===== config.mk =====
export PLATFORM = sky130hd
export DESIGN_NAME = flit_rx_monitor
export DESIGN_NICKNAME = d
export VERILOG_FILES = /design/src/rtl/noc_flit_pkg.sv /design/src/rtl/flit_popcount.sv /design/src/rtl/flit_rx_monitor.sv
export SDC_FILE = /design/constraint.sdc
export NUM_CORES = 1
export LEC_CHECK = 0
export ABC_AREA = 1
export CORE_ASPECT_RATIO = 0.6
export CORE_MARGIN = 1
export CORE_UTILIZATION = 40
export DETAILED_ROUTE_END_ITERATION = 10
export PLACE_DENSITY = 0.7
export SETUP_SLACK_MARGIN = 0.3
export SLEW_MARGIN = 20
export SYNTH_ARGS = -nofsm -noshare
export SYNTH_HDL_FRONTEND = slang
export SYNTH_SLANG_ARGS = --single-unit

===== constraint.sdc =====
create_clock -name clk -period 21.6 [get_ports clk]
set_input_delay 6.48 -clock clk [delete_from_list [all_inputs] [get_ports clk]]
set_output_delay 6.48 -clock clk [all_outputs]
set_load 0.005 [all_outputs]

===== src/rtl/noc_flit_pkg.sv =====
// Shared flit-link definitions: flit type encoding, receiver FSM states and
// sticky error bit positions.
package noc_flit_pkg;

    localparam int TYPE_W = 3;

    typedef enum logic [TYPE_W-1:0] {
        TYPE_NONE = 3'd0,
        TYPE_HEAD = 3'd1,
        TYPE_DATA = 3'd2,
        TYPE_TAIL = 3'd3
    } flit_type_e;

    typedef enum logic {
        ST_IDLE = 1'b0,
        ST_BODY = 1'b1
    } rx_state_e;

    localparam int ERR_W           = 4;
    localparam int ERR_ORPHAN      = 0;
    localparam int ERR_HEAD_IN_PKT = 1;
    localparam int ERR_VCH_CHANGE  = 2;
    localparam int ERR_LEN_OVF     = 3;

endpackage


===== src/rtl/flit_popcount.sv =====
// Combinational population count of one flit; feeds the switching-activity
// accumulator in the receive monitor.
module flit_popcount #(
    parameter int DATA_W = 67,
    parameter int POP_W  = $clog2(DATA_W + 1)
) (
    input  logic [DATA_W-1:0] i_data,
    output logic [POP_W-1:0]  o_count
);

    always_comb begin
        o_count = '0;
        for (int i = 0; i < DATA_W; i++) begin
            o_count = o_count + POP_W'(i_data[i]);
        end
    end

endmodule


===== src/rtl/flit_rx_monitor.sv =====
// Flit link receiver/protocol checker: tracks HEAD/DATA/TAIL framing, reports
// packet length and VC, and keeps saturating packet/flit/toggle statistics.
module flit_rx_monitor
    import noc_flit_pkg::*;
#(
    parameter int DATA_W = 67,
    parameter int VCH_W  = 2,
    parameter int LEN_W  = 8,
    parameter int CNT_W  = 32
) (
    input  logic              clk,
    input  logic              rst_,
    input  logic [DATA_W-1:0] idata,
    input  logic              ivalid,
    input  logic [VCH_W-1:0]  ivch,
    input  logic              clr,
    output logic              busy,
    output logic              pkt_done,
    output logic [LEN_W-1:0]  pkt_len,
    output logic [VCH_W-1:0]  pkt_vch,
    output logic [CNT_W-1:0]  pkt_cnt,
    output logic [CNT_W-1:0]  flit_cnt,
    output logic [CNT_W-1:0]  toggle_cnt,
    output logic              err,
    output logic [ERR_W-1:0]  err_code
);

    localparam int               POP_W   = $clog2(DATA_W + 1);
    localparam int               ACC_W   = CNT_W + 1;
    localparam logic [LEN_W-1:0] MAX_LEN = '1;

    rx_state_e         r_state;
    logic [LEN_W-1:0]  r_len;
    logic [VCH_W-1:0]  r_vch;
    logic [DATA_W-1:0] r_prev_flit;
    logic              r_pkt_done;
    logic [LEN_W-1:0]  r_pkt_len;
    logic [VCH_W-1:0]  r_pkt_vch;
    logic [CNT_W-1:0]  r_pkt_cnt;
    logic [CNT_W-1:0]  r_flit_cnt;
    logic [CNT_W-1:0]  r_toggle_cnt;
    logic              r_err;
    logic [ERR_W-1:0]  r_err_code;

    rx_state_e         w_state_nxt;
    logic [LEN_W-1:0]  w_len_nxt;
    logic [VCH_W-1:0]  w_vch_nxt;
    logic [LEN_W-1:0]  w_len_inc;
    logic [ERR_W-1:0]  w_err_set;
    logic [ERR_W-1:0]  w_err_code_nxt;
    logic              w_done;
    flit_type_e        w_type;
    logic [POP_W-1:0]  w_pop;
    logic [ACC_W-1:0]  w_tog_sum;

    assign w_type = flit_type_e'(idata[DATA_W-1 -: TYPE_W]);

    flit_popcount #(
        .DATA_W (DATA_W),
        .POP_W  (POP_W)
    ) u_popcount (
        .i_data  (idata ^ r_prev_flit),
        .o_count (w_pop)
    );

    assign w_tog_sum      = {1'b0, r_toggle_cnt} + ACC_W'(w_pop);
    assign w_err_code_nxt = r_err_code | w_err_set;
    // Length including the current flit, held at MAX_LEN once saturated.
    assign w_len_inc      = (r_len == MAX_LEN) ? MAX_LEN : r_len + LEN_W'(1);

    // NOTE: every signal driven here gets a default first so no path can leave it unassigned and infer a latch.
    always_comb begin
        w_state_nxt = r_state;
        w_len_nxt   = r_len;
        w_vch_nxt   = r_vch;
        w_err_set   = '0;
        w_done      = 1'b0;
        if (ivalid) begin
            unique case (r_state)
                ST_IDLE: begin
                    if (w_type == TYPE_HEAD) begin
                        w_state_nxt = ST_BODY;
                        w_len_nxt   = LEN_W'(1);
                        w_vch_nxt   = ivch;
                    end else begin
                        w_err_set[ERR_ORPHAN] = 1'b1;
                    end
                end
                ST_BODY: begin
                    if (w_type == TYPE_HEAD) begin
                        w_err_set[ERR_HEAD_IN_PKT] = 1'b1;
                        w_len_nxt                  = LEN_W'(1);
                        w_vch_nxt                  = ivch;
                    end else if (w_type == TYPE_DATA || w_type == TYPE_TAIL) begin
                        w_err_set[ERR_VCH_CHANGE] = (ivch != r_vch);
                        w_err_set[ERR_LEN_OVF]    = (r_len == MAX_LEN);
                        w_len_nxt                 = w_len_inc;
                        if (w_type == TYPE_TAIL) begin
                            w_done      = 1'b1;
                            w_state_nxt = ST_IDLE;
                            w_len_nxt   = '0;
                        end
                    end else begin
                        w_err_set[ERR_ORPHAN] = 1'b1;
                    end
                end
                default: w_state_nxt = ST_IDLE;
            endcase
        end
    end

    // NOTE: sequential state uses non-blocking assignments so every flop samples pre-edge values.
    always_ff @(posedge clk or negedge rst_) begin
        if (!rst_) begin
            r_state <= ST_IDLE;
            r_len   <= '0;
            r_vch   <= '0;
        end else if (clr) begin
            r_state <= ST_IDLE;
            r_len   <= '0;
            r_vch   <= '0;
        end else begin
            r_state <= w_state_nxt;
            r_len   <= w_len_nxt;
            r_vch   <= w_vch_nxt;
        end
    end

    always_ff @(posedge clk or negedge rst_) begin
        if (!rst_) begin
            r_prev_flit  <= '0;
            r_pkt_done   <= 1'b0;
            r_pkt_len    <= '0;
            r_pkt_vch    <= '0;
            r_pkt_cnt    <= '0;
            r_flit_cnt   <= '0;
            r_toggle_cnt <= '0;
            r_err        <= 1'b0;
            r_err_code   <= '0;
        end else if (clr) begin
            r_prev_flit  <= '0;
            r_pkt_done   <= 1'b0;
            r_pkt_len    <= '0;
            r_pkt_vch    <= '0;
            r_pkt_cnt    <= '0;
            r_flit_cnt   <= '0;
            r_toggle_cnt <= '0;
            r_err        <= 1'b0;
            r_err_code   <= '0;
        end else begin
            r_pkt_done <= w_done;
            r_err_code <= w_err_code_nxt;
            r_err      <= |w_err_code_nxt;
            if (w_done) begin
                r_pkt_len <= w_len_inc;
                r_pkt_vch <= r_vch;
                if (r_pkt_cnt != '1) r_pkt_cnt <= r_pkt_cnt + CNT_W'(1);
            end
            // Statistics count every valid flit, including ones flagged as errors.
            if (ivalid) begin
                r_prev_flit  <= idata;
                if (r_flit_cnt != '1) r_flit_cnt <= r_flit_cnt + CNT_W'(1);
                r_toggle_cnt <= w_tog_sum[CNT_W] ? '1 : w_tog_sum[CNT_W-1:0];
            end
        end
    end

    assign busy       = (r_state == ST_BODY);
    assign pkt_done   = r_pkt_done;
    assign pkt_len    = r_pkt_len;
    assign pkt_vch    = r_pkt_vch;
    assign pkt_cnt    = r_pkt_cnt;
    assign flit_cnt   = r_flit_cnt;
    assign toggle_cnt = r_toggle_cnt;
    assign err        = r_err;
    assign err_code   = r_err_code;

endmodule


## Word-level counts from Yosys, hierarchy flattened

Cells that the tools add are included.

- Register bits after elaboration: 190

- Reductions and logical operators: 11
- Bitwise gates (word level): 3
- Add/sub/neg operators: 70
- Equal/unequal tests: 9
- Multiplexer cells: 49

Operators with widths:

| operator | count |
|---|---|
| $add A7 B1 Y7 | 65 |
| $mux W32 | 9 |
| $mux W67 | 2 |
| $mux W8 | 9 |
| $xor A67 B67 Y67 | 1 |
| $add A32 B1 Y32 const B | 2 |
| $ne A32 B32 Y1 const B | 2 |
| $add A32 B7 Y33 | 1 |
| $mux W1 | 16 |
| $pmux W8 S2 | 1 |
| $mux W2 | 7 |
| $reduce_bool A2 Y1 | 5 |
| $add A8 B1 Y8 const B | 1 |
| $eq A8 B8 Y1 const B | 1 |
| $mux W4 | 2 |
| $eq A3 B2 Y1 const B | 2 |
| $reduce_and A2 Y1 | 3 |
| $ne A4 B2 Y1 const B | 1 |
| $or A4 B4 Y4 | 1 |
| $pmux W1 S2 | 2 |
| $reduce_or A4 Y1 | 1 |
| $eq A3 B1 Y1 const B | 1 |
| $mux W3 | 1 |
| $ne A3 B3 Y1 const B | 1 |
| 5 further kinds | 5 |

## Logic depth before layout (Yosys ltp)

- Depth after elaboration: 71
- Depth in mapped cells: 35
- Depth with buffers taken out: 35

## Hierarchy

A second synthesis with hierarchy kept.

- Cell total of the unflattened synthesis: 1667
- Area, all modules: 13098.8 µm²

By module, submodules not included:

| module | area an instance (µm²) | cells an instance | times used |
|---|---|---|---|
| flit_rx_monitor | 11285.8 | 1477 | 1 |
| flit_popcount | 1813.0 | 190 | 1 |

## Worst setup path before layout

No wires, ideal clock.

- Kind: in2reg
- From: input port idata[0]
- To: register r_toggle_cnt[11], in the netlist toggle_cnt[11]
- Cell stages on the path: 30
- Arrival: 13.279 ns
- Buffers on the path: 1
- Slack: 8.195 ns
- Path through: xor2_1 -> ha_1 -> fa_1 -> fa_1 -> fa_1 -> fa_1 -> fa_1 -> fa_1 -> inv_1 -> fa_1 -> fa_1 -> inv_1 -> ha_1 -> inv_1 -> fa_1 -> inv_1 -> a31oi_1 -> inv_1 -> a21oi_1 -> o21bai_1 -> ha_1 -> nand2_1 -> inv_1 -> a21oi_1 -> nand2_1 -> nand3_1 -> buf_2 -> nand3_1 -> nand2_1 -> o21ai_0

- Word-level cells in the longest chain between the ends: 71

Ends and longest elaborated chain:

| what | RTL line | RTL |
|---|---|---|
| start: declaration | flit_rx_monitor.sv:13 | `input logic [DATA_W-1:0] idata,` |
| $xor A67 B67 Y67 | flit_rx_monitor.sv:62 | `.i_data (idata ^ r_prev_flit),` |
| $add A1 B1 Y2 | flit_popcount.sv:14 | `o_count = o_count + POP_W'(i_data[i]);` |
| $add A7 B1 Y7 (65 in series) | flit_popcount.sv:14 |  |
| $add A32 B7 Y33 | flit_rx_monitor.sv:66 | `assign w_tog_sum = {1'b0, r_toggle_cnt} + ACC_W'(w_pop);` |
| $mux W32 | flit_rx_monitor.sv:163 | `r_toggle_cnt <= w_tog_sum[CNT_W] ? '1 : w_tog_sum[CNT_W-1:0];` |
| $mux W32 | flit_rx_monitor.sv:160 | `if (ivalid) begin` |
| $mux W32 | flit_rx_monitor.sv:140 | `end else if (clr) begin` |
| end signal: assignment | flit_rx_monitor.sv:163 |  |
| end: declaration | flit_rx_monitor.sv:41 | `logic [CNT_W-1:0] r_toggle_cnt;` |

Every way passes these cells. The select of a mux whose other input is x is not followed.
A chain may end at the register's enable or synchronous reset.

## Worst setup path in the final report

- From: input port idata[0]
- To: register r_toggle_cnt[7], in the netlist toggle_cnt[7]

The elaborated chain is that of the path after synthesis.

==> results.json <==
{
  "gp_congestion": 0.909,
  "post_cts_buffers": 0,
  "seq_area_frac_synth_pct": 37.1,
  "wl_per_cell_um": 16.3,
  "maxSlewHeadroom_pct": 26.3,
  "synth.most_common_cell": "nand2_1",
  "grt_pass1_wl_mm": 57.0,
  "die_h_um": 141,
  "cts_resized": 0,
  "synth-edff-count": 0,
  "path_common_cell": "fa_1",
  "drc_errors": 0,
  "antenna_found_initial": 1,
  "fin_nets": 1937,
  "drt-total-wl_mm": 35.9,
  "crit_path_end_kind": "flop",
  "io_buffers": 185,
  "synth_cell_types": 41,
  "grt-ovfl-total": 0,
  "viasPerCell": 5.08,
  "synth_fp_nets": 1772,
  "dieArea_um2": 32800,
  "coreArea_um2": 31300,
  "status": "finished, final reports clean",
  "finalHoldViolCount": 0,
  "fin_ws_ns": 6.82,
  "fin_setup_tns_ns": 0,
  "drive_above_1_share_pct": 4.41,
  "cts.clk_slew.worst_paths_ns": 0.07,
  "critical_path_arrival_ns": 15.16,
  "rows": 50,
  "syn_area_um2": 12800,
  "route.vias.total": 11224,
  "synthCells": 1614,
  "multi_input_area_um2": 7080,
  "async_reset_ff_share_pct": 100,
  "first_pass_iters": 5,
  "synth_area_per_cell_um2": 7.94,
  "cp_slowest_cell": "nand3_1",
  "hold_path_class": "flop to flop",
  "ioPinCount": 186,
  "crit_required_ns": 21.98,
  "yosysTopAreaCellShare_pct": 37.1,
  "maxCapViolations": 0,
  "place_ws_ns": 6.42,
  "hold_buffers": 0,
  "cts_root_buffer": "clkbuf_16",
  "startpoint_type": "primary input",
  "regToRegStartpoint": "r_prev_flit[0]",
  "yosysTopAreaCell": "dfrtp_1",
  "path_max_fanout": 22,
  "synth_common_cells": "nand2_1 (469), dfrtp_1 (190), inv_1 (190)",
  "syn2layout_area_growth_pct": 21.5,
  "yosys_warnings": 0,
  "ctsHtreeMaxLevel": 4,
  "path_class": "primary input to flop",
  "yosys-top-cells-area": "dfrtp_1 (37%), nand2_1 (14%), fa_1 (9.1%)",
  "fin_crit_ns": 14.78,
  "setup_violations": 0,
  "tightest_slew_ns": 1.11,
  "ys.flop_type": "dfrtp_1",
  "reg2reg_depth": 29,
  "die_w_um": 233,
  "min_path_cells": 2,
  "cts_num_sinks": 190,
  "grt_max_degree": 101,
  "startpoint": "idata[0]",
  "dp_hpwl_mm": 26.8,
  "grt_pass1_vias": 10408,
  "drtIter0Drc": 1094,
  "fill_cells": 2983,
  "drv_slew": 0,
  "cts_tree": "built",
  "stdcell_count": 2209,
  "start_util_pct": 40.9,
  "min_period_over_period_pct": 68.4,
  "cts_max_path_buffers": 2,
  "r2r-end": "toggle_cnt[7]",
  "skew_ns": 0.0126,
  "cpPeakStageDelay_ns": 0.65,
  "seqCellArea_um2": 4750,
  "placed_cells": 2176,
  "fmax_mhz": 67.7,
  "rrSetupSlack_ns": 12.96,
  "antenna_left": 0,
  "rsz0062_at_grt": "no",
  "track_usage_pct": 22.3,
  "numCtsBuffers": 17,
  "hp-start": "r_prev_flit[65]",
  "ys_ff_latch": 190,
  "clock_latency_ns": 0.45,
  "hold_path_end": "r_prev_flit[65]"
}
==> cell usage in the layout, fill, tap and decap left out, types with 2 or more instances in the layout <==
cell type / Yosys / final
a21oi_1: 10 / 10
a22o_1: 64 / 64
a31oi_1: 2 / 2
and2_1: 2 / 2
buf_4: 3 / 5
clkbuf_16: 0 / 17
clkbuf_8: 0 / 2
clkdlybuf4s50_1: 0 / 184
clkinv_2: 0 / 3
dfrtp_1: 190 / 190
fa_1: 58 / 58
ha_1: 27 / 27
inv_1: 190 / 190
inv_2: 7 / 7
inv_6: 0 / 6
inv_8: 0 / 2
nand2_1: 469 / 469
nand2_2: 3 / 3
nand2_4: 2 / 2
nand3_1: 133 / 133
nand3b_1: 10 / 10
nand4_1: 22 / 22
nor2_1: 138 / 136
nor2_2: 4 / 4
nor2_4: 3 / 5
nor3_1: 25 / 25
nor3_2: 4 / 4
o21ai_0: 64 / 64
o21ai_1: 10 / 10
o21ai_2: 8 / 8
o21bai_1: 3 / 3
o22ai_1: 5 / 5
or2_2: 4 / 4
xnor2_1: 37 / 37
xor2_1: 68 / 68
==> sequential cells by signal (all words and copies together) (netlist names) <==
signal / cells
pkt_vch: 2
r_vch: 2
pkt_done: 1
r_prev_flit: 67
r_len: 8
err_code: 4
toggle_cnt: 32
err: 1
pkt_len: 8
pkt_cnt: 32
busy: 1
flit_cnt: 32
==> critical path, delay by kind of cell <==
kind / cells / cell delay, ns
fa+ha+maj: 12 / 5.34
compound gates: 4 / 0.62
simple gates: 6 / 1.18
xor+xnor: 1 / 0.20
buf+inv: 7 / 1.34
==> layout make-up <==
type	instances	share of cell area (%)
Multi-Input combinational cell	1182	45.5
Timing Repair Buffer	191	12.2
Sequential cell	190	30.5
Inverter	197	4.75
Clock inverter	13	0.819
Clock buffer	19	2.84
Antenna cell	1	0.0161
Tap cell	416	3.34
==> logic make-up (layout without fill, tap and decap cells) <==
group	count (synthesis)	count (layout)	synth area share, %
AND/OR/NAND/NOR	823	823	27.4
flip-flops	190	190	37.1
buffers and inverters	242	420	7.73
adder cells (fa/ha/maj)	85	85	11.7
other	0	1	0
XOR/XNOR	105	105	7.18
AO/OA/AOI/OAI	169	169	8.90
==> stage by stage <==
stage | instance area, um^2 | hold slack, ns | util, %
CTS | 15600 | 0.516 | 49.7
global route | 15600 | 0.545 | 49.7
floorplan | 12800 | 0.472 | -
detailed placement | 15000 | 0.498 | 47.9
global placement | 15000 | 0.486 | 47.9
finish | 15600 | 0.509 | 49.7
==> how the worst max path moves through the flow <==
stage | cells after the start | to
4_1_cts | 30 | toggle_cnt[7]
2_1_floorplan | 30 | toggle_cnt[11]
6_report | 30 | toggle_cnt[7]
3_5_place_dp | 30 | toggle_cnt[7]
3_3_place_gp | 30 | toggle_cnt[12]
5_1_grt | 30 | toggle_cnt[8]
==> routing by layer <==
metal	routed length (um)	vias to the layer above	track usage, %
met5	0	-	0
met4	571	0	6.09
met3	2320	30	3.82
met2	14400	324	29.8
met1	18600	5383	36.2
li1	-	5487	-
Power is left out: the tool's default activity adds up to more than one toggle a clock period on the data nets, which glitch-free logic cannot reach.
